--- src/rtl/bcd_seg_scanner_pkg.sv ---
// Shared 7-segment definitions: patterns are {g,f,e,d,c,b,a}, logical active-high.
// Reused by any block that needs to render a BCD digit.
package bcd_seg_scanner_pkg;

  localparam logic [6:0] SEG_0    = 7'h3F;
  localparam logic [6:0] SEG_1    = 7'h06;
  localparam logic [6:0] SEG_2    = 7'h5B;
  localparam logic [6:0] SEG_3    = 7'h4F;
  localparam logic [6:0] SEG_4    = 7'h66;
  localparam logic [6:0] SEG_5    = 7'h6D;
  localparam logic [6:0] SEG_6    = 7'h7D;
  localparam logic [6:0] SEG_7    = 7'h07;
  localparam logic [6:0] SEG_8    = 7'h7F;
  localparam logic [6:0] SEG_9    = 7'h6F;
  localparam logic [6:0] SEG_DASH = 7'h40;
  localparam logic [6:0] SEG_OFF  = 7'h00;

  // Non-decimal codes render as a dash so corrupt counter data is visible.
  function automatic logic [6:0] bcd_to_seg(input logic [3:0] bcd);
    logic [6:0] pat;
    case (bcd)
      4'd0:    pat = SEG_0;
      4'd1:    pat = SEG_1;
      4'd2:    pat = SEG_2;
      4'd3:    pat = SEG_3;
      4'd4:    pat = SEG_4;
      4'd5:    pat = SEG_5;
      4'd6:    pat = SEG_6;
      4'd7:    pat = SEG_7;
      4'd8:    pat = SEG_8;
      4'd9:    pat = SEG_9;
      default: pat = SEG_DASH;
    endcase
    return pat;
  endfunction

endpackage

--- src/rtl/bcd_seg_decode.sv ---
// Combinational BCD digit to 7-segment pattern decoder.
module bcd_seg_decode
  import bcd_seg_scanner_pkg::*;
(
  input  logic [3:0] bcd_i,
  output logic [6:0] seg_o
);

  always_comb begin
    seg_o = bcd_to_seg(bcd_i);
  end

endmodule

--- src/rtl/bcd_seg_scanner.sv ---
// Multiplexed 7-segment scanner: captures packed BCD, swaps it in only at frame
// boundaries, and drives one digit per slot with leading-zero and anti-ghost blanking.
module bcd_seg_scanner
  import bcd_seg_scanner_pkg::*;
#(
  parameter int DIGITS     = 4,
  parameter int SCAN_DIV   = 1000,
  parameter int BLANK_CYC  = 2,
  parameter int ACTIVE_LOW = 0
) (
  input  logic                  clk,
  input  logic                  clr,
  input  logic [4*DIGITS-1:0]   digits_in,
  input  logic                  load,
  input  logic [DIGITS-1:0]     dp_in,
  input  logic                  blank_lz,
  output logic [6:0]            seg,
  output logic                  dp,
  output logic [DIGITS-1:0]     an,
  output logic                  busy_pend
);

  localparam int PW = $clog2(SCAN_DIV + 1);
  localparam int IW = $clog2(DIGITS);

  logic [PW-1:0]         presc_q, presc_d;
  logic [IW-1:0]         idx_q, idx_d;
  logic [4*DIGITS-1:0]   pend_dig_q, pend_dig_d, shown_dig_q, shown_dig_d;
  logic [DIGITS-1:0]     pend_dp_q, pend_dp_d, shown_dp_q, shown_dp_d;
  logic                  pend_v_q, pend_v_d;
  logic [6:0]            seg_q, seg_d;
  logic                  dp_q, dp_d;
  logic [DIGITS-1:0]     an_q, an_d;

  logic                  slot_end, last_slot, blank;
  logic [3:0]            dig_arr [DIGITS];
  logic [DIGITS:0]       lz_run;
  logic [6:0]            dec_seg;

  assign slot_end  = (presc_q == PW'(SCAN_DIV - 1));
  assign last_slot = (idx_q == IW'(DIGITS - 1));

  // lz_run[k]: digits k..DIGITS-1 are all zero with no decimal point requested.
  assign lz_run[DIGITS] = 1'b1;
  generate
    for (genvar gi = 0; gi < DIGITS; gi++) begin : g_digit
      assign dig_arr[gi] = shown_dig_q[4*gi +: 4];
      assign lz_run[gi]  = lz_run[gi+1] && (dig_arr[gi] == 4'd0) && !shown_dp_q[gi];
    end
  endgenerate

  assign blank = blank_lz && (idx_q != '0) && lz_run[idx_q];

  bcd_seg_decode u_decode (
    .bcd_i (dig_arr[idx_q]),
    .seg_o (dec_seg)
  );

  always_comb begin
    presc_d     = slot_end ? '0 : presc_q + PW'(1);
    idx_d       = idx_q;
    pend_dig_d  = pend_dig_q;
    pend_dp_d   = pend_dp_q;
    pend_v_d    = pend_v_q;
    shown_dig_d = shown_dig_q;
    shown_dp_d  = shown_dp_q;

    if (slot_end) begin
      idx_d = last_slot ? '0 : idx_q + IW'(1);
    end
    // Transfer first so a coincident load re-arms pending with the newer data.
    if (slot_end && last_slot && pend_v_q) begin
      shown_dig_d = pend_dig_q;
      shown_dp_d  = pend_dp_q;
      pend_v_d    = 1'b0;
    end
    if (load) begin
      pend_dig_d = digits_in;
      pend_dp_d  = dp_in;
      pend_v_d   = 1'b1;
    end

    seg_d = blank ? SEG_OFF : dec_seg;
    dp_d  = blank ? 1'b0 : shown_dp_q[idx_q];
    an_d  = (presc_q < PW'(BLANK_CYC)) ? '0 : (DIGITS'(1) << idx_q);
  end

  always_ff @(posedge clk) begin
    if (clr) begin
      presc_q     <= '0;
      idx_q       <= '0;
      pend_dig_q  <= '0;
      pend_dp_q   <= '0;
      pend_v_q    <= 1'b0;
      shown_dig_q <= '0;
      shown_dp_q  <= '0;
      seg_q       <= '0;
      dp_q        <= 1'b0;
      an_q        <= '0;
    end else begin
      presc_q     <= presc_d;
      idx_q       <= idx_d;
      pend_dig_q  <= pend_dig_d;
      pend_dp_q   <= pend_dp_d;
      pend_v_q    <= pend_v_d;
      shown_dig_q <= shown_dig_d;
      shown_dp_q  <= shown_dp_d;
      seg_q       <= seg_d;
      dp_q        <= dp_d;
      an_q        <= an_d;
    end
  end

  assign seg       = (ACTIVE_LOW != 0) ? ~seg_q : seg_q;
  assign dp        = (ACTIVE_LOW != 0) ? ~dp_q  : dp_q;
  assign an        = (ACTIVE_LOW != 0) ? ~an_q  : an_q;
  assign busy_pend = pend_v_q;

endmodule

--- config.mk ---
export PLATFORM = sky130hd
export DESIGN_NAME = bcd_seg_scanner
export DESIGN_NICKNAME = d
export VERILOG_FILES = /design/src/rtl/bcd_seg_scanner_pkg.sv /design/src/rtl/bcd_seg_decode.sv /design/src/rtl/bcd_seg_scanner.sv
export SDC_FILE = /design/constraint.sdc
export NUM_CORES = 1
export LEC_CHECK = 0
export CAP_MARGIN = 20
export CORE_MARGIN = 2
export CORE_UTILIZATION = 49
export CTS_CLUSTER_SIZE = 12
export DETAILED_ROUTE_END_ITERATION = 7
export GPL_TIMING_DRIVEN = 0
export PLACE_DENSITY = 0.78
export SETUP_SLACK_MARGIN = 0.4
export SLEW_MARGIN = 20
export SYNTH_ARGS = -nofsm -noshare
export SYNTH_HDL_FRONTEND = slang
export SYNTH_HIERARCHICAL = 1
export SYNTH_SLANG_ARGS = --single-unit
--- constraint.sdc ---
create_clock -name clk -period 2 [get_ports clk]
set_input_delay 0.2 -clock clk [delete_from_list [all_inputs] [get_ports clk]]
set_output_delay 0.2 -clock clk [all_outputs]
set_load 0.02 [all_outputs]
==> results.yml <==
die:
  rows: 27
  ios: 37
  start_util: 0.506
  die_y_um: 79.4
  coreArea_um2: 5510
  die_w_um: 79.4
  die_area_um2: 6300
layout:
  diodes: 0
  drive_gt1_frac: 0.243
  post_layout_nonfiller_instances: 414
  fin_util: 0.684
  multi_input_area_um2: 1470
  finalInstanceArea_um2: 3770
  synthToLayoutAreaGrowth_pct: 35.4
  nets: 371
  fillers: 413
  regArea_um2: 1320
detailed_routing:
  route.detailed.drc: 0
  drtAntennaViolNets: 0
  drtIter0Drc: 93
  via_per_inst: 5.28
  routed_wl_um: 5970
  vias: 2187
  firstDrtPassIters: 5
  wl_per_cell_um: 14.4
yosys:
  yosysTopAreaCellShare: 0.467
  synth_fa_ha_area_frac: 0.0404
  synth_top_family_by_area: "multiplexers"
  synth_top_area_cell: "dfxtp_1"
  synthArstFlopShare: 0
  synth.avg_cell_area_um2: 10.2
  yosys.area_share.xor_xnor: 0.0252
  synth-simple-area-share: 0.170
  synth-seq-cells: 65
  yosys.cell_count.top_type: "dfxtp_1"
  ys_warn_count: 6
  syn_inst: 274
  yosys-top-cells-count: "dfxtp_1 (65), nor2_1 (58), mux2i_1 (41), ha_1 (9), clkbuf_1 (8)"
  synth_fp_nets: 307
  synth-edff-count: 0
  synth_ff_type: "dfxtp_1"
  muxShareOfSynthArea: 0.193
  synth-compound-area-share: 0.0616
  seq_area_frac_synth: 0.467
  synthTopCellsByArea: "dfxtp_1 (47%), mux2i_1 (15%), nor2_1 (7.8%)"
  netlist_area_um2: 2780
  yosysUniqueCellTypes: 39
clocking:
  holdBufCountCts: 0
  cts_tree: "built"
  clk_path_buf_depth: 2
  clock_latency_ns: 0.35
  htree_num_levels: 3
  clk_pin_slew_ns: 0.07
  cts_buffers: 9
  cts_sinks: 65
  cts-root-buf: "clkbuf_8"
global_route:
  first_global_vias: 2085
  grt_use_total: 0.203
  grt-ovfl-total: 0
  grt_pass1_wl_um: 9640
  antenna_found_initial: 0
  grt_max_degree: 11
sta:
  fin_worst_skew_ns: 0.00899
  finalSetupViolCount: 0
  worstMarginPinSlew_ns: 0.773
  min_period_over_period: 0.963
  finalHoldViolations: 0
  final_max_slew_viol_count: 0
  max_slew_margin: 0.485
  tns_ns: 0
  max_freq_mhz: 519
  period_minus_slack_ns: 1.93
  rsz0062_at_grt: "yes"
pwr:
  power.density_nw_per_um2: 690
  vdd_drop_max_mv: 0.429
  power_leakage_nw: 1.66
  design_power_total_mw: 2.60
worst_setup_path:
  path_class: "reg -> reg"
  critPathMaxFanout: 5
  cp-end-kind: "flip-flop"
  required_ns: 2.28
  cp-start-kind: "flip-flop"
  arrival_ns: 2.21
job:
  drv_cap: 0
placement:
  dp_cells: 381
  numPortBuffers: 35
  place_hpwl_um: 3710
  dpl_cell_area_um2: 3260
  routabilityCongestion: 0.803
min_path:
  hp-class: "in -> reg"
outcome:
  outcome: "completed"
-- worst paths after layout --
check                      from            end  slack [ns]  depth (start not counted)
hold reg to reg   pend_dig_q[6]  pend_dig_q[6]        0.50                          2
setup / recovery       idx_q[0]         seg[4]        0.07                          7
setup reg to reg       idx_q[0]         seg[4]        0.07                          7
hold / removal             load   pend_dp_q[3]        0.21                          3
-- per-layer routing --
metal,part of all wire,global-route usage,up-vias,wire (µm)
met3,0.055,0.0441,29,326
met2,0.49,0.335,71,2940
met4,0.046,0.131,0,272
li1,-,-,1065,-
met5,0,0,-,0
met1,0.41,0.237,1022,2440
-- through the flow --
stage,worst slack (ns),hold slack [ns]
final,0.0743,0.212
after global routing,0.0326,0.244
after CTS,0.104,0.203
after detailed placement,0.0197,0.450
after global placement,0.0570,0.446
after floorplan,0.177,0.347
-- timing repair --
item,4_1_cts,5_1_grt
pin swaps,11,7
cloned,2,0
buffers inserted,12,4
endpoints found under the setup margin,36,46
gates resized for setup,32,14
-- cells by family after synthesis --
logic type | after synthesis
adder cells (fa/ha/maj) | 9
XOR/XNOR | 8
AO/OA/AOI/OAI | 22
multiplexers | 47
AND/OR/NAND/NOR | 100
buffers and inverters | 23
flip-flops | 65
-- worst max-delay path, stage by stage (launching register included) --
cell	delay [ns]
dfxtp_2	0.35
buf_8	0.12
mux4_2	0.59
inv_2	0.15
ha_4	0.15
nor2b_2	0.04
o32ai_2	0.26
a21boi_2	0.18
-- report_power, final --
part	switching, mW	internal, mW
Clock	0.481	0.568
Sequential	0.0225	1.33
Combinational	0.0887	0.106
Total	0.592	2.01
-- final cells by class --
class / instances / area share
inverters: 7 / 0.00764
multi-input cells: 186 / 0.390
well taps: 72 / 0.0239
flip-flops and latches: 65 / 0.351
plain buffers: 16 / 0.0408
repair buffers: 53 / 0.139
clock buffers: 12 / 0.0359
clock inverters: 3 / 0.0113
-- state kept, by name, summed over array words and instances, names as in the netlist, 2 cells and up --
signal       flops
pend_dp_q        4
seg              7
shown_dig_q     16
pend_dig_q      16
presc_q         10
shown_dp_q       4
idx_q            2
an               4
-- layout by cell type (no fill, tap or decap), types with 4 or more instances in the layout --
master            n
clkbuf_8          9
dfxtp_2          10
ha_1              5
inv_1             5
clkdlybuf4s50_1  35
and3_1            4
or4_4             4
xnor2_1           6
mux4_2            5
a21boi_1          4
nand3_1           4
dfxtp_1          53
buf_4            16
ha_4              4
nor3_1            7
nor2_1           58
nand2_1           7
clkbuf_1          6
mux2i_1          40
Power figures use the tool's default switching activity.
==> RTL edit 1, RTL diff (same flow settings) <==
Register the inputs `clr`, `digits_in`, `load`, `dp_in` and `blank_lz` before use, without a reset. The logic sees them one clock later.
--- a/src/rtl/bcd_seg_scanner.sv
+++ b/src/rtl/bcd_seg_scanner.sv
@@ -24,2 +24,16 @@
   localparam int IW = $clog2(DIGITS);
+
+  logic clr_q;
+  logic [4*DIGITS-1:0] digits_q;
+  logic load_q;
+  logic [DIGITS-1:0] dp_r;
+  logic blank_lz_q;
+
+  always_ff @(posedge clk) begin
+    clr_q      <= clr;
+    digits_q   <= digits_in;
+    load_q     <= load;
+    dp_r       <= dp_in;
+    blank_lz_q <= blank_lz;
+  end
 
@@ -51,3 +65,3 @@
 
-  assign blank = blank_lz && (idx_q != '0) && lz_run[idx_q];
+  assign blank = blank_lz_q && (idx_q != '0) && lz_run[idx_q];
 
@@ -76,5 +90,5 @@
     end
-    if (load) begin
-      pend_dig_d = digits_in;
-      pend_dp_d  = dp_in;
+    if (load_q) begin
+      pend_dig_d = digits_q;
+      pend_dp_d  = dp_r;
       pend_v_d   = 1'b1;
@@ -88,3 +102,3 @@
   always_ff @(posedge clk) begin
-    if (clr) begin
+    if (clr_q) begin
       presc_q     <= '0;
Function: changed (a bounded check fails within 4 cycles, from zero or initial values).
==> RTL edit 1 against the unedited design <==
Worst setup slack better by 34 ps; synthesized area up 16%; clock power increased by 17%; first-iteration DRC count up 11%; synthesized cell count up 8.4%; sequential cell count grew 23; total power up 25%; sequential power up 36%; wire length grew 0.85%; hold slack improved by 63 ps; critical path depth fell by 1; cell area up 9.3%; sequential share of layout area is 7.9 points higher; critical path type unchanged.
==> RTL edit 1: results (changes against the unedited design) <==
Outcome
  • Status: finished, final reports clean

Synthesis
  • Fraction of the mapped netlist area in adder cells: 3.48% (-0.57 points)
  • Commonest cells in the netlist: dfxtp_1 (88), nor2_1 (59), mux2i_1 (41)
  • Sequential area share after synthesis: 54.4% (+7.7 points)
  • Area share of xor/xnor cells in the synthesized design: 2.16% (-0.35 points)
  • Mux cell area share after synthesis: 16.6% (-2.7 points)
  • Compound-Gate Fraction of Synth Area: 5.49% (-0.67 points)
  • Seq cells post-synth: 88 (+35%)
  • Synth area leaders: dfxtp_1 (54%), mux2i_1 (13%), nor2_1 (6.8%), ha_1 (3.5%), mux4_2 (2.8%)
  • Post-synthesis cell type count: 43 (+10%)
  • Avg Inst Size Synth: 10.9 µm² (+7.3%)
  • Asr flop ratio synth: 0% (unchanged)
  • Post-synthesis net count: 330 (+7.5%)

Setup path
  • R2R Path Start: idx_q[1]
  • Crit Path Max Fanout: 5 (unchanged)
  • Slowest cell delay on critical path: 560 ps (-30 ps)
  • Reg2reg path depth: 6 (-1)
  • Critical Path AT: 2190 ps (-20 ps)

Power
  • Int Power: 2.53 mW (+26%)
  • VDD IR max: 0.509 mV (+19%)
  • Leak: 1.82 nW (+9.6%)

Place
  • Hpwl dp: 3910 µm (+5.3%)
  • Area after DPL: 3700 µm² (+14%)
  • Placed Cells: 410 (+7.6%)
  • Pre-CTS WS: 66.6 ps (+46.8 ps)
  • GP Congestion: 0.850 (+5.9%)
  • Port bufs: 36 (+2.9%)

Layout
  • Nets: 393 (+5.9%)
  • Final Util: 64.5% (-3.9 points)
  • Largest registers: digits_q (16), pend_dig_q (16), shown_dig_q (16)
  • Fraction of layout cells with a size suffix above 1: 21.1% (-3.2 points)
  • Filler cell count: 492 (+19%)
  • Post-route insts no fill: 442 (+6.8%)

Worst hold path
  • Hold Crit Depth: 1 (-2)
  • Hold Crit Start: dp_in[2]

Global routing
  • Total congestion overflow: 0 (unchanged)
  • Met3 usage in global routing: 4.28% (-0.13 points)
  • First-pass GRT wire length: 9990 µm (+3.7%)
  • Largest net degree at the start of global routing: 15 (+4)
  • Number of global-route vias before repair: 2127 (+2.0%)
  • Global routing usage on met2: 28.0% (-5.5 points)
  • M1 GR Usage: 21.9% (-1.8 points)
  • GRT Total Usage: 17.6% (-2.7 points)

Route
  • DRT met1 WL: 2700 µm (+11%)
  • DR WL met2: 2940 µm (about the same)
  • Vias: 2262 (+3.4%)
  • Wire length on met3: 246 µm (-25%)
  • Pre-antenna DRT Iters: 4 (-1)
  • Initial drt markers: 103 (+11%)
  • WL/cell: 13.6 µm (-5.5%)

Clocking
  • Num CTS Buffers: 9 (unchanged)

Timing
  • Setup Skew: 6.73 ps (-2.25 ps)
  • Worst Max-Slew Pin Slew: 686 ps (-87.0 ps)
RTL edit 1: cell types whose count changed in the layout (fill, tap and decap cells not counted), moves of 3 or more:
| cell | delta |
|---|---|
| dfxtp_1 | +27 |
| buf_6 | +3 |
| clkbuf_2 | +4 |
| buf_4 | -3 |
| ha_4 | -3 |
| inv_1 | +3 |
| ha_2 | +3 |
RTL edit 1: cell type report:
| class | count | share of cell area, % |
|---|---|---|
| multi-input cells | 184 | 34.1 |
| plain buffers | 15 | 2.88 |
| clock buffers | 12 | 3.52 |
| repair buffers | 52 | 11.9 |
| flip-flops and latches | 88 | 43.0 |
| clock inverters | 4 | 1.28 |
| well taps | 77 | 2.34 |
| inverters | 10 | 0.911 |
RTL edit 1: worst reg2reg max path: cells and delay by family, from the launching register on:
kind | cells | cell delay [ps]
adder cells (fa/ha/maj) | 1 | 200
buffers and inverters | 1 | 120
flip-flops | 1 | 370
multiplexers | 2 | 830
AO/OA/AOI/OAI | 2 | 310
RTL edit 1: what timing repair did:
| item | 4_1_cts | 5_1_grt |
|---|---|---|
| pin swaps | 8 | 2 |
| setup buffers | 11 | 3 |
| cloned | 0 | 2 |
| endpoints found under the setup margin | 27 | 60 |
| gates resized for setup | 12 | 32 |
RTL edit 1: final timing paths:
check / to / slack (ps)
worst max-delay path: seg[0] / 110
worst max register to register: seg[0] / 110
worst min register to register: presc_q[0] / 430
worst min-delay path: dp_r[2] / 280
RTL edit 1: power by group through the flow:
stage,logic (mW),clock network (mW),registers (mW)
detailed placement,0.172,0,1.89
CTS,0.175,1.26,1.84
global route,0.193,1.33,1.85
floorplan,0.0796,0,1.89
global placement,0.168,0,1.88
finish,0.174,1.23,1.85
==> RTL edit 2, RTL diff (same settings) <==
Without the edit above. `SCAN_DIV`: 1000 -> 4000.
--- a/src/rtl/bcd_seg_scanner.sv
+++ b/src/rtl/bcd_seg_scanner.sv
@@ -6,3 +6,3 @@
   parameter int DIGITS     = 4,
-  parameter int SCAN_DIV   = 1000,
+  parameter int SCAN_DIV   = 4000,
   parameter int BLANK_CYC  = 2,
Behaviour: same outputs for any inputs over 10 cycles, from zero or initial values; that may be too few to reach the edited logic, so the function may still have changed.
==> RTL edit 2 against the unedited design <==
Synthesized area up 4.0%; clock skew about the same; cell area up 4.4%; wire length up 9.1%; sequential cell count up 2; total power up 4.4%; first-iteration DRC count down 19%; worst setup slack better by 12 ps; critical endpoint is now seg[6]; largest power group unchanged.
==> RTL edit 2: results (changes against the unedited design) <==
Synthesis
  • Post-synthesis cell type count: 41 (+5.1%)
  • Area share of xor/xnor cells in the synthesized design: 3.02% (+0.51 points)
  • Post-synthesis net count: 318 (+3.6%)
  • Ys Warns: 6 (unchanged)
  • Compound-Gate Fraction of Synth Area: 5.87% (-0.28 points)
  • Avg Inst Size Synth: 10.2 µm² (about the same)
  • Mux cell area share after synthesis: 18.9% (-0.41 points)
  • Sequential area share after synthesis: 46.3% (-0.43 points)
  • Commonest cells in the netlist: dfxtp_1 (67), nor2_1 (65), mux2i_1 (42)
  • Asr flop ratio synth: 0% (unchanged)
  • Fraction of the mapped netlist area in adder cells: 3.89% (-0.16 points)
  • Post-synth top flop: dfxtp_1
  • Synth area leaders: dfxtp_1 (46%), mux2i_1 (15%), nor2_1 (8.4%), ha_1 (3.9%), mux4_2 (3.1%)

Power
  • Combinational power share: 7.0% (-0.5 points)
  • VDD IR max: 0.405 mV (-5.7%)
  • Power Density: 690 nW/µm² (about the same)
  • Clock power share: 41.5% (+1.2 points)
  • Leak: 1.53 nW (-7.9%)
  • Int Power: 2.05 mW (+2.2%)

Timing
  • Setup Skew: 8.86 ps (-0.127 ps)
  • Final Cycle Share: 95.7% (-0.60 points)
  • WHS: 198 ps (-13.4 ps)
  • Worst Max-Slew Pin Slew: 822 ps (+48.8 ps)

Clocking
  • Resized Gates After CTS: 34 (+6.3%)
  • H-tree depth: 3 (unchanged)
  • Worst-path clk slew: 80 ps
  • CTS Buffer Depth: 2 (unchanged)
  • Post-CTS setup buffers: 15 (+3)

Setup path
  • Crit Path Max Fanout: 7 (+2)
  • Slowest cell delay on critical path: 610 ps (+20 ps)
  • Reg2reg path depth: 6 (-1)
  • R2R Path Start: idx_q[0]
  • Critical Path AT: 2130 ps (-80 ps)
  • Worst R2R End: seg[6]

Global routing
  • Number of global-route vias before repair: 2160 (+3.6%)
  • GRT Total Usage: 20.6% (+0.30 points)
  • Initial antenna violation count: 0 (unchanged)
  • First-pass GRT wire length: 10100 µm (+4.4%)
  • Largest net degree at the start of global routing: 14 (+3)

Place
  • Port bufs: 34 (-2.9%)
  • Hpwl dp: 3960 µm (+6.9%)
  • Area after DPL: 3360 µm² (+3.0%)
  • GP Congestion: 0.811 (+0.98%)
  • Pre-CTS WS: 62.2 ps (+42.4 ps)

Layout
  • Nets: 385 (+3.8%)
  • Fraction of layout cells with a size suffix above 1: 23.8% (-0.46 points)
  • Largest registers: pend_dig_q (16), shown_dig_q (16), presc_q (12)

Route
  • Initial drt markers: 75 (-19%)
  • Via density: 5.27 (-0.31%)
  • Vias: 2275 (+4.0%)
  • Pre-antenna DRT Iters: 4 (-1)
  • WL/cell: 15.1 µm (+4.6%)

Outcome
  • Status: finished, final reports clean

Worst hold path
  • Hold Crit Start: load
  • Hold Crit Depth: 3 (unchanged)
  • WHS Endpoint: busy_pend
## RTL edit 2: worst max path at each step
stage / from / endpoint
after floorplan: idx_q[0] / seg[0]
after global placement: idx_q[0] / seg[3]
after detailed placement: idx_q[0] / seg[0]
after CTS: idx_q[0] / seg[0]
after global routing: presc_q[5] / shown_dig_q[12]
final: idx_q[0] / seg[6]
## RTL edit 2: metal layers
| layer | vias to the layer above | routed length (µm) | track usage (%) |
|---|---|---|---|
| met4 | 0 | 191 | 12.2 |
| li1 | 1115 | - | - |
| met3 | 17 | 306 | 4.44 |
| met1 | 1073 | 2780 | 24.5 |
| met5 | - | 0 | 0 |
| met2 | 70 | 3240 | 34.0 |
## RTL edit 2: cell type report
type	instances	area [µm²]
fill	448	1880
multi-input combinational	193	1540
sequential	67	1360
timing repair buffer	56	562
buffer	16	135
clock buffer	9	124
tap	75	93.8
clock inverter	7	78.8
inverter	9	38.8
